$ cat config.mk
export PLATFORM = sky130hd
export DESIGN_NAME = imem_arbiter
export DESIGN_NICKNAME = d
export VERILOG_FILES = /design/src/rtl/imem_arbiter.sv
export SDC_FILE = /design/constraint.sdc
export NUM_CORES = 1
export LEC_CHECK = 0
export CAP_MARGIN = 20
export CORE_ASPECT_RATIO = 1.2
export CORE_MARGIN = 2
export CORE_UTILIZATION = 22
export DETAILED_ROUTE_END_ITERATION = 16
export PLACE_DENSITY_LB_ADDON = 0.1
export SLEW_MARGIN = 20
export SYNTH_ARGS = -nofsm -noshare
export SYNTH_HDL_FRONTEND = slang
export SYNTH_SLANG_ARGS = --single-unit
$ cat constraint.sdc
create_clock -name clk -period 2.2 [get_ports clk]
set_input_delay 0.33 -clock clk [delete_from_list [all_inputs] [get_ports clk]]
set_output_delay 0.33 -clock clk [all_outputs]
set_load 0.005 [all_outputs]
$ cat src/rtl/imem_arbiter.sv
// rtl/imem_arbiter.sv - instruction memory arbiter between fetch and loader/debug requesters
// Fetch has priority; a starvation counter bounds loader wait; LOCKED gives the loader exclusive use.
module imem_arbiter #(
  parameter int ADDR_W       = 7,
  parameter int DATA_W       = 32,
  parameter int STARVE_LIMIT = 4
) (
  input  logic              clk,
  input  logic              reset,
  input  logic              f_req,
  input  logic [ADDR_W-1:0] f_addr,
  output logic              f_gnt,
  output logic              f_valid,
  output logic [DATA_W-1:0] f_rdata,
  input  logic              l_req,
  input  logic              l_we,
  input  logic [ADDR_W-1:0] l_addr,
  input  logic [DATA_W-1:0] l_wdata,
  input  logic              l_lock,
  output logic              l_gnt,
  output logic              l_valid,
  output logic [DATA_W-1:0] l_rdata,
  output logic              l_err,
  output logic              locked,
  output logic              m_en,
  output logic              m_we,
  output logic [ADDR_W-3:0] m_addr,
  output logic [DATA_W-1:0] m_wdata,
  input  logic [DATA_W-1:0] m_rdata
);

  typedef enum logic {RUN, LOCKED} state_t;

  localparam logic [3:0] LIMIT = 4'(STARVE_LIMIT);

  state_t     state;
  logic [3:0] starve_cnt;
  logic       l_rd_pend;
  logic       l_aligned;
  logic       l_win;
  logic       unused_ok;

  assign l_aligned = (l_addr[1:0] == 2'b00);
  assign unused_ok = ^f_addr[1:0];

  // Grants and memory drive are combinational from state, counter and requests.
  always_comb begin
    f_gnt   = 1'b0;
    l_gnt   = 1'b0;
    l_win   = 1'b0;
    m_en    = 1'b0;
    m_we    = 1'b0;
    m_addr  = '0;
    m_wdata = '0;
    if (!reset) begin
      if (state == LOCKED) begin
        l_gnt = l_req;
      end else begin
        l_win = l_req && (!f_req || (starve_cnt == LIMIT));
        l_gnt = l_win;
        f_gnt = f_req && !l_win;
      end
      if (f_gnt) begin
        m_en   = 1'b1;
        m_addr = f_addr[ADDR_W-1:2];
      end else if (l_gnt && l_aligned) begin
        m_en   = 1'b1;
        m_we   = l_we;
        m_addr = l_addr[ADDR_W-1:2];
        if (l_we) begin
          m_wdata = l_wdata;
        end
      end
    end
  end

  always_ff @(posedge clk) begin
    if (reset) begin
      state      <= RUN;
      starve_cnt <= '0;
      f_valid    <= 1'b0;
      l_valid    <= 1'b0;
      l_err      <= 1'b0;
      l_rd_pend  <= 1'b0;
    end else begin
      state <= l_lock ? LOCKED : RUN;
      // Counts consecutive lost conflicts; any loader win or idle loader clears it.
      if (state == LOCKED || l_gnt || !l_req) begin
        starve_cnt <= '0;
      end else if (starve_cnt != LIMIT) begin
        starve_cnt <= starve_cnt + 4'd1;
      end
      f_valid   <= f_gnt;
      l_valid   <= l_gnt;
      l_err     <= l_gnt && !l_aligned;
      l_rd_pend <= l_gnt && l_aligned && !l_we;
    end
  end

  assign locked  = (state == LOCKED);
  assign f_rdata = f_valid ? m_rdata : '0;
  assign l_rdata = l_rd_pend ? m_rdata : '0;

endmodule

==> results.ini <==
[logic_synthesis]
ys_types = 25
synth-compound-area-share_pct = 7.40
ys_seq_area_share_pct = 15.5
synth-seq-cells = 9
synth_top_family_by_area = simple AND/OR/NAND/NOR gates
synth_xor_area_share_pct = 0.751
synthesis.area_sq_mm = 0.00117
synth.avg_cell_area_sq_um = 7.07
synth.top_cell.area_share_pct = 51.5
synth_fa_ha_area_share_pct = 2.15
yosysWarnings = 0
yosys.area_share.simple_pct = 66.4
synthesis.nets = 251
synthTopCellsByArea = and2_1 (52%), dfxtp_1 (15%), nand2b_1 (3.8%)
yosys.area.top_type = and2_1
syn_inst = 165
synthMuxAreaShare_pct = 0.858

[setup_path]
critPathLaunchType = flop
cp_data_arrival_time_ns = 1.83
slowest_delay_ns = 0.34
crit_fanout = 7
end_kind = output port
required_ns = 1.87
timing.critical_path.cells = inv_2 > ha_2 > and4b_4 > buf_4 > o211a_4 > and2_1 > dlygate4sd2_1
crit_type = flop to output port
worst_path_max_delay_cell = dfxtp_2

[grt]
grt_overflow_total = 0
grt_max_degree = 34
antenna_found_initial = 0
grt_pass1_vias = 1917
grt_first_pass_wirelength_um = 9540
grt_usage_pct = 20.1

[power]
p_per_area_mw_per_mm2 = 201
p_leak_nw = 1.47
worst_ir_drop_vdd_mv = 0.143

[floorplan]
core-area_sq_mm = 0.00519
die_w_um = 70.5
die-area_sq_mm = 0.00590
die_height_um = 83.8
rows = 29
num_io_pins = 193
initial_utilization_pct = 22.5

[timing]
slew_headroom_pct = 74.5
tightestPinTransition_ns = 0.381
setup_viol = 0
fmax_ghz = 0.463
hold_viol_final = 0
skew_ns = 0.00310
rsz0062_at_grt = yes
post-route-period-util_pct = 98.1
drv_slew = 0
fin_crit_ns = 2.16

[clocking]
clk-insertion-delay-late_ns = 0.23
cts.hold.buffers_added = 0
htreeDepth = 1
clockBufferDepth = 2
ctsRootBufferMaster = clkbuf_8
cts_tree = yes
cts.clk_slew.worst_paths_ns = 0.04
cts_buffers = 3
cts.sinks = 9

[placement]
place_hpwl_um = 4710
placed_cells = 415
place_congestion = 0.835
io_buffers = 190

[cells_and_area]
area_delta_synth_final_pct = 188
num-fill-cells = 482
fin_nets = 466
final_util_pct = 64.7
num_antenna_cells = 0
drive_gt1_share_pct = 15.3
fin_cells = 441

[worst_hold_path]
hold_path_class = flop to flop

[routing]
ant_nets = 0
drt_iter0_markers = 43
post_drt_wl_per_cell_um = 13.6
totalWireLength_um = 5990
vias_per_cell = 4.37
vias = 1926
drc = 0
dr.pass1.iters = 3

[run]
maxCapViolCount = 0

[run_status]
outcome = complete, no violations

[Yosys cell counts, drive strengths merged]
cell / count
xnor2: 1
ha: 2
nor3: 2
and4b: 1
and2: 96
o211ai: 5
nand2: 1
or3: 1
o22ai: 1
inv: 2
clkbuf: 8
and3: 1
nor4b: 1
mux2i: 1
or2: 1
dfxtp: 9
nor2: 10
nand3: 1
and3b: 1
buf: 5
nor2b: 2
o21ai: 5
nand2b: 7
o211a: 1
[flip-flops by register name (all words and copies together) (netlist names)]
name        flops
starve_cnt      4
f_valid         1
l_err           1
l_rd_pend       1
l_valid         1
locked          1
[timing repair]
action / CTS / global route
endpoints found under the setup margin: 40 / 31
resized for setup: 82 / 27
buffers inserted: 13 / 5
pin swaps: 6 / 5
cloned: 4 / 0
[power breakdown]
group	switching, W	internal [W]
logic	0.0000929	0.000230
registers	0.00000164	0.000169
clock network	0.0000560	0.000125
[layer usage]
layer / share of wire [%] / track usage [%] / wire length (um) / vias to the layer above
li1: - / - / - / 958
met1: 32 / 19.3 / 1940 / 836
met2: 54 / 39.5 / 3250 / 120
met3: 10 / 5.56 / 627 / 12
met4: 3.0 / 6.99 / 178 / 0
met5: 0 / 0 / 0 / -
[final timing paths]
path / start / end / slack, ns / cells after the start
setup reg to reg: starve_cnt[1]$_SDFFE_PP0N_ / f_valid$_SDFF_PP0_ / 0.73 / 7
setup / recovery: starve_cnt[1]$_SDFFE_PP0N_ / m_wdata[28] / 0.04 / 7
hold reg to reg: starve_cnt[0]$_SDFFE_PP0N_ / starve_cnt[0]$_SDFFE_PP0N_ / 0.52 / 2
hold / removal: starve_cnt[0]$_SDFFE_PP0N_ / starve_cnt[0]$_SDFFE_PP0N_ / 0.52 / 2
[placed cells by master, fill, tap and decap left out, drive strengths merged, types with 2 or more instances in the layout]
master / synthesis / layout
nor3: 2 / 2
clkdlybuf4s15: 0 / 20
o21ai: 5 / 5
nand2b: 7 / 7
clkbuf: 8 / 15
buf: 5 / 31
inv: 2 / 2
and2: 96 / 96
dfxtp: 9 / 9
o211a: 1 / 5
nor2: 10 / 10
clkdlybuf4s50: 0 / 145
nor2b: 2 / 2
ha: 2 / 2
o211ai: 5 / 5
dlygate4sd2: 0 / 11
[cells by family after synthesis]
group / count (synthesis)
flip-flops: 9
AO/OA/AOI/OAI: 12
buffers and inverters: 15
adder cells (fa/ha/maj): 2
multiplexers: 1
AND/OR/NAND/NOR: 125
XOR/XNOR: 1
[cell type report]
| cell class | count | area, sq um | area share [%] |
|---|---|---|---|
| Multi-Input combinational cell | 145 | 993 | 29.6 |
| Tap cell | 62 | 77.6 | 2.31 |
| Timing Repair Buffer | 219 | 2050 | 61.2 |
| Clock buffer | 4 | 45.0 | 1.34 |
| Inverter | 2 | 7.51 | 0.223 |
| Sequential cell | 9 | 181 | 5.40 |
[metrics by stage]
stage	setup WS (ns)	hold WS [ns]	power (W)	TNS, ns	instance area, sq um
after CTS	-0.148	0.527	0.000680	-0.474	3350
after global routing	-0.0318	0.544	0.000718	-0.0774	3360
after floorplan	0.444	0.409	0.000238	0	1170
after global placement	-0.334	0.509	0.000483	-11.41	3150
after detailed placement	-0.342	0.521	0.000485	-11.45	3150
final	0.0412	0.519	0.000674	0	3360
[worst max-delay path: cells and delay by family, from the launching register on]
kind | cells | cell delay, ns
buffers and inverters | 3 | 0.42
AND/OR/NAND/NOR | 2 | 0.39
flip-flops | 1 | 0.34
AO/OA/AOI/OAI | 1 | 0.26
adder cells (fa/ha/maj) | 1 | 0.19
Note: power is estimated with default switching activity, not from simulation.
